==> config.mk <==
export PLATFORM = sky130hd
export DESIGN_NAME = mgt_01_mul_unit
export DESIGN_NICKNAME = d
export VERILOG_FILES = /design/src/rtl/mgt_01_mul_unit.sv
export SDC_FILE = /design/constraint.sdc
export NUM_CORES = 1
export LEC_CHECK = 0
export ABC_CLOCK_PERIOD_IN_PS = 4730
export CAP_MARGIN = 20
export CORE_MARGIN = 2
export CORE_UTILIZATION = 45
export CTS_CLUSTER_DIAMETER = 100
export DETAILED_ROUTE_END_ITERATION = 8
export HOLD_SLACK_MARGIN = 0.15
export PLACE_DENSITY = 0.65
export RECOVER_POWER = 50
export SYNTH_ARGS = -nofsm -noshare
export SYNTH_HDL_FRONTEND = slang
export SYNTH_SLANG_ARGS = --single-unit
==> constraint.sdc <==
create_clock -name clk_i -period 4.73 [get_ports clk_i]
set_input_delay 0.473 -clock clk_i [delete_from_list [all_inputs] [get_ports clk_i]]
set_output_delay 0.473 -clock clk_i [all_outputs]
set_load 0.02 [all_outputs]
==> src/rtl/mgt_01_mul_unit.sv <==
// Sequential radix-2 shift-add multiplier for RV32M MUL/MULH/MULHSU/MULHU.
// One operation in flight: capture, XLEN add/shift iterations, sign fix-up.
module mgt_01_mul_unit #(
  parameter int XLEN = 32
) (
  input  logic            clk_i,
  input  logic            rst_n_i,
  input  logic            clk_en_i,
  input  logic            valid_i,
  input  logic [XLEN-1:0] multiplicand_i,
  input  logic [XLEN-1:0] multiplier_i,
  input  logic [1:0]      operation_i,
  output logic [XLEN-1:0] result_o,
  output logic            valid_o,
  output logic            fu_state_o
);

  localparam int CNT_W = (XLEN > 1) ? $clog2(XLEN) : 1;

  typedef enum logic [1:0] {
    MUL_    = 2'd0,
    MULH_   = 2'd1,
    MULHSU_ = 2'd2,
    MULHU_  = 2'd3
  } mul_ops_e;

  typedef enum logic {
    FREE = 1'b0,
    BUSY = 1'b1
  } fu_state_e;

  typedef enum logic [1:0] {
    IDLE     = 2'd0,
    MULTIPLY = 2'd1,
    FINISH   = 2'd2
  } state_e;

  state_e            state_q, state_d;
  logic [CNT_W-1:0]  cnt_q, cnt_d;
  logic [XLEN-1:0]   mcand_q, mcand_d;
  logic [2*XLEN-1:0] prod_q, prod_d;
  mul_ops_e          op_q, op_d;
  logic              neg_q, neg_d;
  logic [XLEN-1:0]   result_d;
  logic              valid_d;

  logic signed [XLEN-1:0] rs1_s, rs2_s;
  mul_ops_e               op_in;
  logic                   rs1_signed, rs2_signed;
  logic                   rs1_neg, rs2_neg;
  logic [XLEN:0]          sum;
  logic [2*XLEN-1:0]      prod_fix;

  function automatic logic [XLEN-1:0] magnitude(input logic signed [XLEN-1:0] v,
                                                input logic is_signed);
    if (is_signed && (v < 0)) begin
      return $unsigned(-v);
    end
    return $unsigned(v);
  endfunction

  function automatic logic [2*XLEN-1:0] apply_sign(input logic [2*XLEN-1:0] v,
                                                   input logic neg);
    return neg ? (~v + (2*XLEN)'(1)) : v;
  endfunction

  assign rs1_s      = multiplicand_i;
  assign rs2_s      = multiplier_i;
  assign op_in      = mul_ops_e'(operation_i);
  assign rs1_signed = (op_in != MULHU_);
  assign rs2_signed = (op_in == MUL_) || (op_in == MULH_);
  assign rs1_neg    = rs1_signed && (rs1_s < 0);
  assign rs2_neg    = rs2_signed && (rs2_s < 0);

  // Upper half accumulates the multiplicand; the multiplier shifts out of the lower half.
  assign sum      = {1'b0, prod_q[2*XLEN-1:XLEN]} + (prod_q[0] ? {1'b0, mcand_q} : '0);
  assign prod_fix = apply_sign(prod_q, neg_q);

  assign fu_state_o = (state_q == IDLE) ? FREE : BUSY;

  always_comb begin
    state_d  = state_q;
    cnt_d    = cnt_q;
    mcand_d  = mcand_q;
    prod_d   = prod_q;
    op_d     = op_q;
    neg_d    = neg_q;
    result_d = result_o;
    valid_d  = 1'b0;
    case (state_q)
      IDLE: begin
        if (valid_i) begin
          mcand_d = magnitude(rs1_s, rs1_signed);
          prod_d  = {{XLEN{1'b0}}, magnitude(rs2_s, rs2_signed)};
          op_d    = op_in;
          neg_d   = rs1_neg ^ rs2_neg;
          cnt_d   = '0;
          state_d = MULTIPLY;
        end
      end
      MULTIPLY: begin
        prod_d = {sum, prod_q[XLEN-1:1]};
        cnt_d  = cnt_q + CNT_W'(1);
        if (cnt_q == CNT_W'(XLEN - 1)) begin
          state_d = FINISH;
        end
      end
      FINISH: begin
        result_d = (op_q == MUL_) ? prod_fix[XLEN-1:0] : prod_fix[2*XLEN-1:XLEN];
        valid_d  = 1'b1;
        state_d  = IDLE;
      end
      default: state_d = IDLE;
    endcase
  end

  // Reset wins over the clock enable and drops any operation in flight.
  always_ff @(posedge clk_i) begin
    if (!rst_n_i) begin
      state_q  <= IDLE;
      cnt_q    <= '0;
      mcand_q  <= '0;
      prod_q   <= '0;
      op_q     <= MUL_;
      neg_q    <= 1'b0;
      result_o <= '0;
      valid_o  <= 1'b0;
    end else if (clk_en_i) begin
      state_q  <= state_d;
      cnt_q    <= cnt_d;
      mcand_q  <= mcand_d;
      prod_q   <= prod_d;
      op_q     <= op_d;
      neg_q    <= neg_d;
      result_o <= result_d;
      valid_o  <= valid_d;
    end
  end

endmodule

Word-level counts from Yosys, hierarchy flattened
Cells that the tools add are included.
- flip-flop bits (word level): 139
- latch bits: 0
- bits in writable memories: 0
- ROM bits: 0
- input port bits: 70
- output and inout port bits: 34
- logic and storage cells: 57
- memories kept: 0
- add/subtract/negate cells: 5
- multiply operators: 0
- div/mod/pow operators: 0
- $lt $le $gt $ge: 2
- eq/ne operators: 7
- shift operators: 0
- mux-type cells: 22
- bitwise logic cells: 2
- reduce and logical (&&, ||, !) cells: 11
- operator list (kind ; count):
    32-bit two-way mux ; 6
    64-bit two-way mux ; 2
    64-bit case mux with 2 select lines ; 1
    64-bit by 1-bit adder with 64-bit output, second input constant ; 1
    32-bit by 1-bit less-than comparator with 1-bit output, second input constant ; 2
    32-bit negator ; 2
    64-bit inverter ; 1
    32-bit by 32-bit adder with 33-bit output ; 1
    5-bit case mux with 2 select lines ; 1
    3-bit AND reduction ; 3
    1-bit two-way mux ; 8
    2-bit logical NOT ; 3
    2-bit != test, second input constant ; 3
    5-bit by 1-bit adder with 5-bit output, second input constant ; 1
    5-bit == test, second input constant ; 1
    5-bit two-way mux ; 1
    2-bit by 1-bit == test with 1-bit output, second input constant ; 2
    2-bit two-way mux ; 2
    2-bit case mux with 2 select lines ; 1
    2-bit == test, second input constant ; 1
    1-bit logical AND ; 2
    2-bit AND reduction ; 1
    2-bit nonzero test ; 1
    1-bit logical OR ; 1
    1-bit bitwise XOR ; 1

Logic depth before layout (Yosys ltp)
- depth after elaboration: 9
- mapped depth: 14
- gate-level depth less buffers: 12

Least setup slack after synthesis
No wires, ideal clock.
- kind: register -> register
- start point: register prod_q[0]
- end point: register prod_q[59]
- setup time: 0.117 ns
- arrival: 3.156 ns
- required time: 4.613 ns
- path slack: 1.457 ns
- stages on the path, launching flop included: 15
- buffers on the path: 2
- clock period less this slack: 3.273 ns
- cell sequence: dfxtp_1 clkbuf_1 clkbuf_1 and2_1 ha_1 inv_1 fa_1 nor2b_1 o21ai_0 a21boi_1 o31ai_1 a211o_1 a211oi_1 o31ai_1 a32o_1
- longest elaborated chain between the ends: 3
- RTL lines (item ; line ; RTL):
    start: declaration ; 41 ; logic [2*XLEN-1:0] prod_q, prod_d;
    start signal: assignment ; 132 ; prod_q <= prod_d;
    32-bit two-way mux ; 76 ; assign sum = {1'b0, prod_q[2*XLEN-1:XLEN]} + (prod_q[0] ? {1'b0, mcand_q} : '0);
    32-bit by 32-bit adder with 33-bit output ; 76 ;
    64-bit case mux with 2 select lines ; 90 ; case (state_q)
Every way passes these cells.
A chain may end at the register's enable or synchronous reset.

Worst setup path after layout
- start point: input port clk_en_i
- end point: register prod_q[26]
- longest elaborated chain between the ends: 1
- RTL lines (item ; line ; RTL):
    start: declaration ; 8 ; input logic clk_en_i,
    3-bit AND reduction (no line) ; - ;
Every way passes these cells.

==> impl_metrics.toml <==
[setup_path]
crit_slowest_cell = "nor2_1"
crit_family = "simple AND/OR/NAND/NOR gates"
reg2reg_slack_ps = 1000
critPathRequiredTime_ps = 5090
crit_buf_inv = 3
ff2ff_path_depth = 8
r2r-start = "prod_q[8]$_SDFFE_PN0P_"
timing.rr.end = "result_o[26]$_SDFFE_PN0P_"
cp_data_arrival_time_ps = 4210
path_cells = "dlygate4sd3_1 > nor2b_1 > and2_1 > clkbuf_1 > nor2_1 > buf_4 > or3_1 > o211ai_1 > a21oi_1"
worstSetupEndpointType = "flip-flop"
crit_path_max_incr_delay_ps = 1470
path_max_fanout = 36
criticalPathCategory = "in -> reg"
start_kind = "primary input"

[finish]
diodes = 0
final_core_util_pct = 53.3
instances_no_fill = 1726
drive_gt1_share_pct = 4.51
nets = 1536
synthToLayoutAreaGrowth_pct = 16.1
stdcell_area_um2 = 12100
fill_cells = 2227

[job]
max-cap-violations = 1

[sta]
rsz0062_at_grt = "no"
worst_pin_slew_ps = 1850
max_freq_mhz = 260
hold_violations = 0
tns_ps = 0
min_period_ps = 3850
setup_ws_ps = 879
report.final.setup_viol = 0
clock_skew_ps = 11.6
finalHoldWorstSlack_ps = 444
drv_slew = 29
post-route-period-util_pct = 81.4
slew_headroom_pct = -23.7

[route]
detailroute.via_count = 10515
final_antenna_net_count = 0
wirelength_um = 32100
via_per_inst = 6.09
drtIter0Drc = 793
wire_per_inst_um = 18.6
drt_pre_antenna_iters = 8
remaining_drc_errors = 0

[clock_network]
post_cts_resized = 0
clock_sinks = 139
path_clk_slew_ps = 60
post_cts_buffers = 0
cts_made_buffers = 17
h-tree-depth = 4
cts_buffer_depth = 2
cts_tree = "done"
clock-root-buffer = "clkbuf_16"
insertion_delay_ps = 440
cts_hold_buf = 0

[global_routing]
grt_pass1_vias = 9660
grt-ovfl-total = 0
grt_usage_pct = 26.3
antenna_found_initial = 0
grt_max_degree = 72
grt_pass1_wl_um = 51200

[synth]
muxShareOfSynthArea_pct = 1.40
synthCells = 1385
synth_top_family_by_area = "compound AO/OA/AOI/OAI gates"
avgSynthCellArea_um2 = 7.50
synth_compound_area_share_pct = 28.0
yosysTopAreaCell = "dfxtp_1"
yosysUniqueCellTypes = 77
synthAdderAreaFrac_pct = 4.65
synth_simple_gate_area_share_pct = 25.9
synth-seq-cells = 139
yosysTopAreaCellShare_pct = 26.8
synth_fp_nets = 1493
synth_seq_area_share_pct = 26.8
synthXorXnorAreaFrac_pct = 8.85
synthArstFlopShare_pct = 0
synth_ff_type = "dfxtp_1"
synth_edf_count = 0
ys.warnings.count = 0
ys_top_cells_by_area = "dfxtp_1 27%, nand2_1 5.4%, xor2_1 5.0%, a21oi_1 4.9%, ha_1 4.5%"
synth_area_um2 = 10400

[min_path]
holdPathEnd = "result_o[24]$_SDFFE_PN0P_"
hold_start = "result_o[24]$_SDFFE_PN0P_"
whs_path_depth = 2
hold_class = "reg -> reg"

[placed_design]
dp_hpwl_um = 24500
place_inst = 1694
gp_congestion = 0.945
pre_cts_ws_ps = 876
place_area_um2 = 11500
numPortBuffers = 103

[die]
core_area_um2 = 22600
rows = 55
start_util_pct = 45.9
dieWidth_um = 156
io_pins = 104
fp.dieH_um = 156
die_area_um2 = 24300

[power]
p_leak_nw = 4.82
powerDensity_nw_per_um2 = 272
pwr-share-seq_pct = 39.6
p_comb_share_pct = 21.8
cell_internal_pwr_mw = 2.20
p_sw_share_pct = 33.1
p_total_mw = 3.29
pwr-share-clk_pct = 38.6
switchingPower_mw = 1.09
ir_drop_v = 0.000185

[outcome]
outcome = "finished, violations left"
violations = "max-capacitance violations, max-slew violations"
[metal layers]
layer  GRT usage, %  part of all wire, %
met1           35.7                   45
met2           42.6                   45
met3           4.14                  6.5
met4           8.74                  2.6
met5              0                    0
[worst register-to-register path: stages, from the launching register on]
cell and delay, ps:
dfxtp_1 380, or4_1 680, or4_1 660, or4_4 680, or2_4 310, nor2_1 120, o22ai_1 70, a2111oi_0 610
a31o_1 170
[area by class of cell]
| class | instances | area (um^2) | share of cell area (%) |
|---|---|---|---|
| clock buffers | 19 | 443 | 3.67 |
| well taps | 285 | 357 | 2.96 |
| flip-flops and latches | 139 | 2780 | 23.1 |
| inverters | 24 | 90.1 | 0.747 |
| multi-input cells | 1130 | 7160 | 59.4 |
| clock inverters | 13 | 109 | 0.903 |
| repair buffers | 116 | 1120 | 9.27 |
[synthesized netlist by cell type, drive strengths merged (22+ instances only)]
cell    instances
nand3          36
inv            24
dfxtp         139
or4            22
ha             37
nor2          102
nor2b          46
nand2         149
clkbuf         79
o211a          26
nor4           24
xor2           59
and2           42
nor3           41
xnor2          46
o31ai          26
or3            24
o21ai         112
a21oi         102
[layout by cell type, fill, tap and decap left out, types with 11 or more instances in the layout]
master and count:
a211oi_1 20, inv_1 24, o211ai_1 20, and2_1 40
nand2_1 149, o21a_1 14, nor2_1 101, xnor2_1 46
o41ai_1 12, a31oi_1 17, ha_1 37, dlygate4sd3_1 35
dfxtp_1 139, a21oi_1 102, clkbuf_16 17, nor3_1 41
or4_1 21, or3_1 23, buf_4 11, nand3_1 36
a21boi_0 14, nor2b_1 46, o31ai_1 26, o21ai_1 20
clkdlybuf4s50_1 67, o211a_1 26, o21ai_0 92, xor2_1 59
nor4_1 22
[state kept, by name, indices dropped and copies added (netlist names)]
register / count
neg_q: 1
state_q: 2
cnt_q: 5
valid_o: 1
op_q: 2
prod_q: 64
mcand_q: 32
result_o: 32
[kinds of logic after synthesis]
family                   after synthesis
AND/OR/NAND/NOR                      533
AO/OA/AOI/OAI                        441
flip-flops                           139
buffers and inverters                116
XOR/XNOR                             105
adder cells (fa/ha/maj)               38
multiplexers                          13
[how the worst max path moves through the flow]
stage	startpoint	to	slack (ps)	cells after the start
2_1_floorplan	prod_q[0]$_SDFFE_PN0P_	prod_q[59]$_SDFFE_PN0P_	1460	14
3_3_place_gp	multiplier_i[11]	prod_q[27]$_SDFFE_PN0P_	860	9
3_5_place_dp	multiplier_i[11]	prod_q[27]$_SDFFE_PN0P_	880	9
4_1_cts	prod_q[8]$_SDFFE_PN0P_	result_o[26]$_SDFFE_PN0P_	1090	8
5_1_grt	clk_en_i	prod_q[26]$_SDFFE_PN0P_	600	9
6_report	clk_en_i	prod_q[26]$_SDFFE_PN0P_	880	9
[power by group through the flow]
stage / Sequential [mW] / Combinational [mW] / Clock [mW]
2_1_floorplan: 1.28 / 0.518 / 0
3_3_place_gp: 1.32 / 0.698 / 0
3_5_place_dp: 1.32 / 0.704 / 0
4_1_cts: 1.30 / 0.708 / 1.28
5_1_grt: 1.31 / 0.785 / 1.34
6_report: 1.30 / 0.715 / 1.27
No activity file was read; power rests on OpenSTA's default activity.
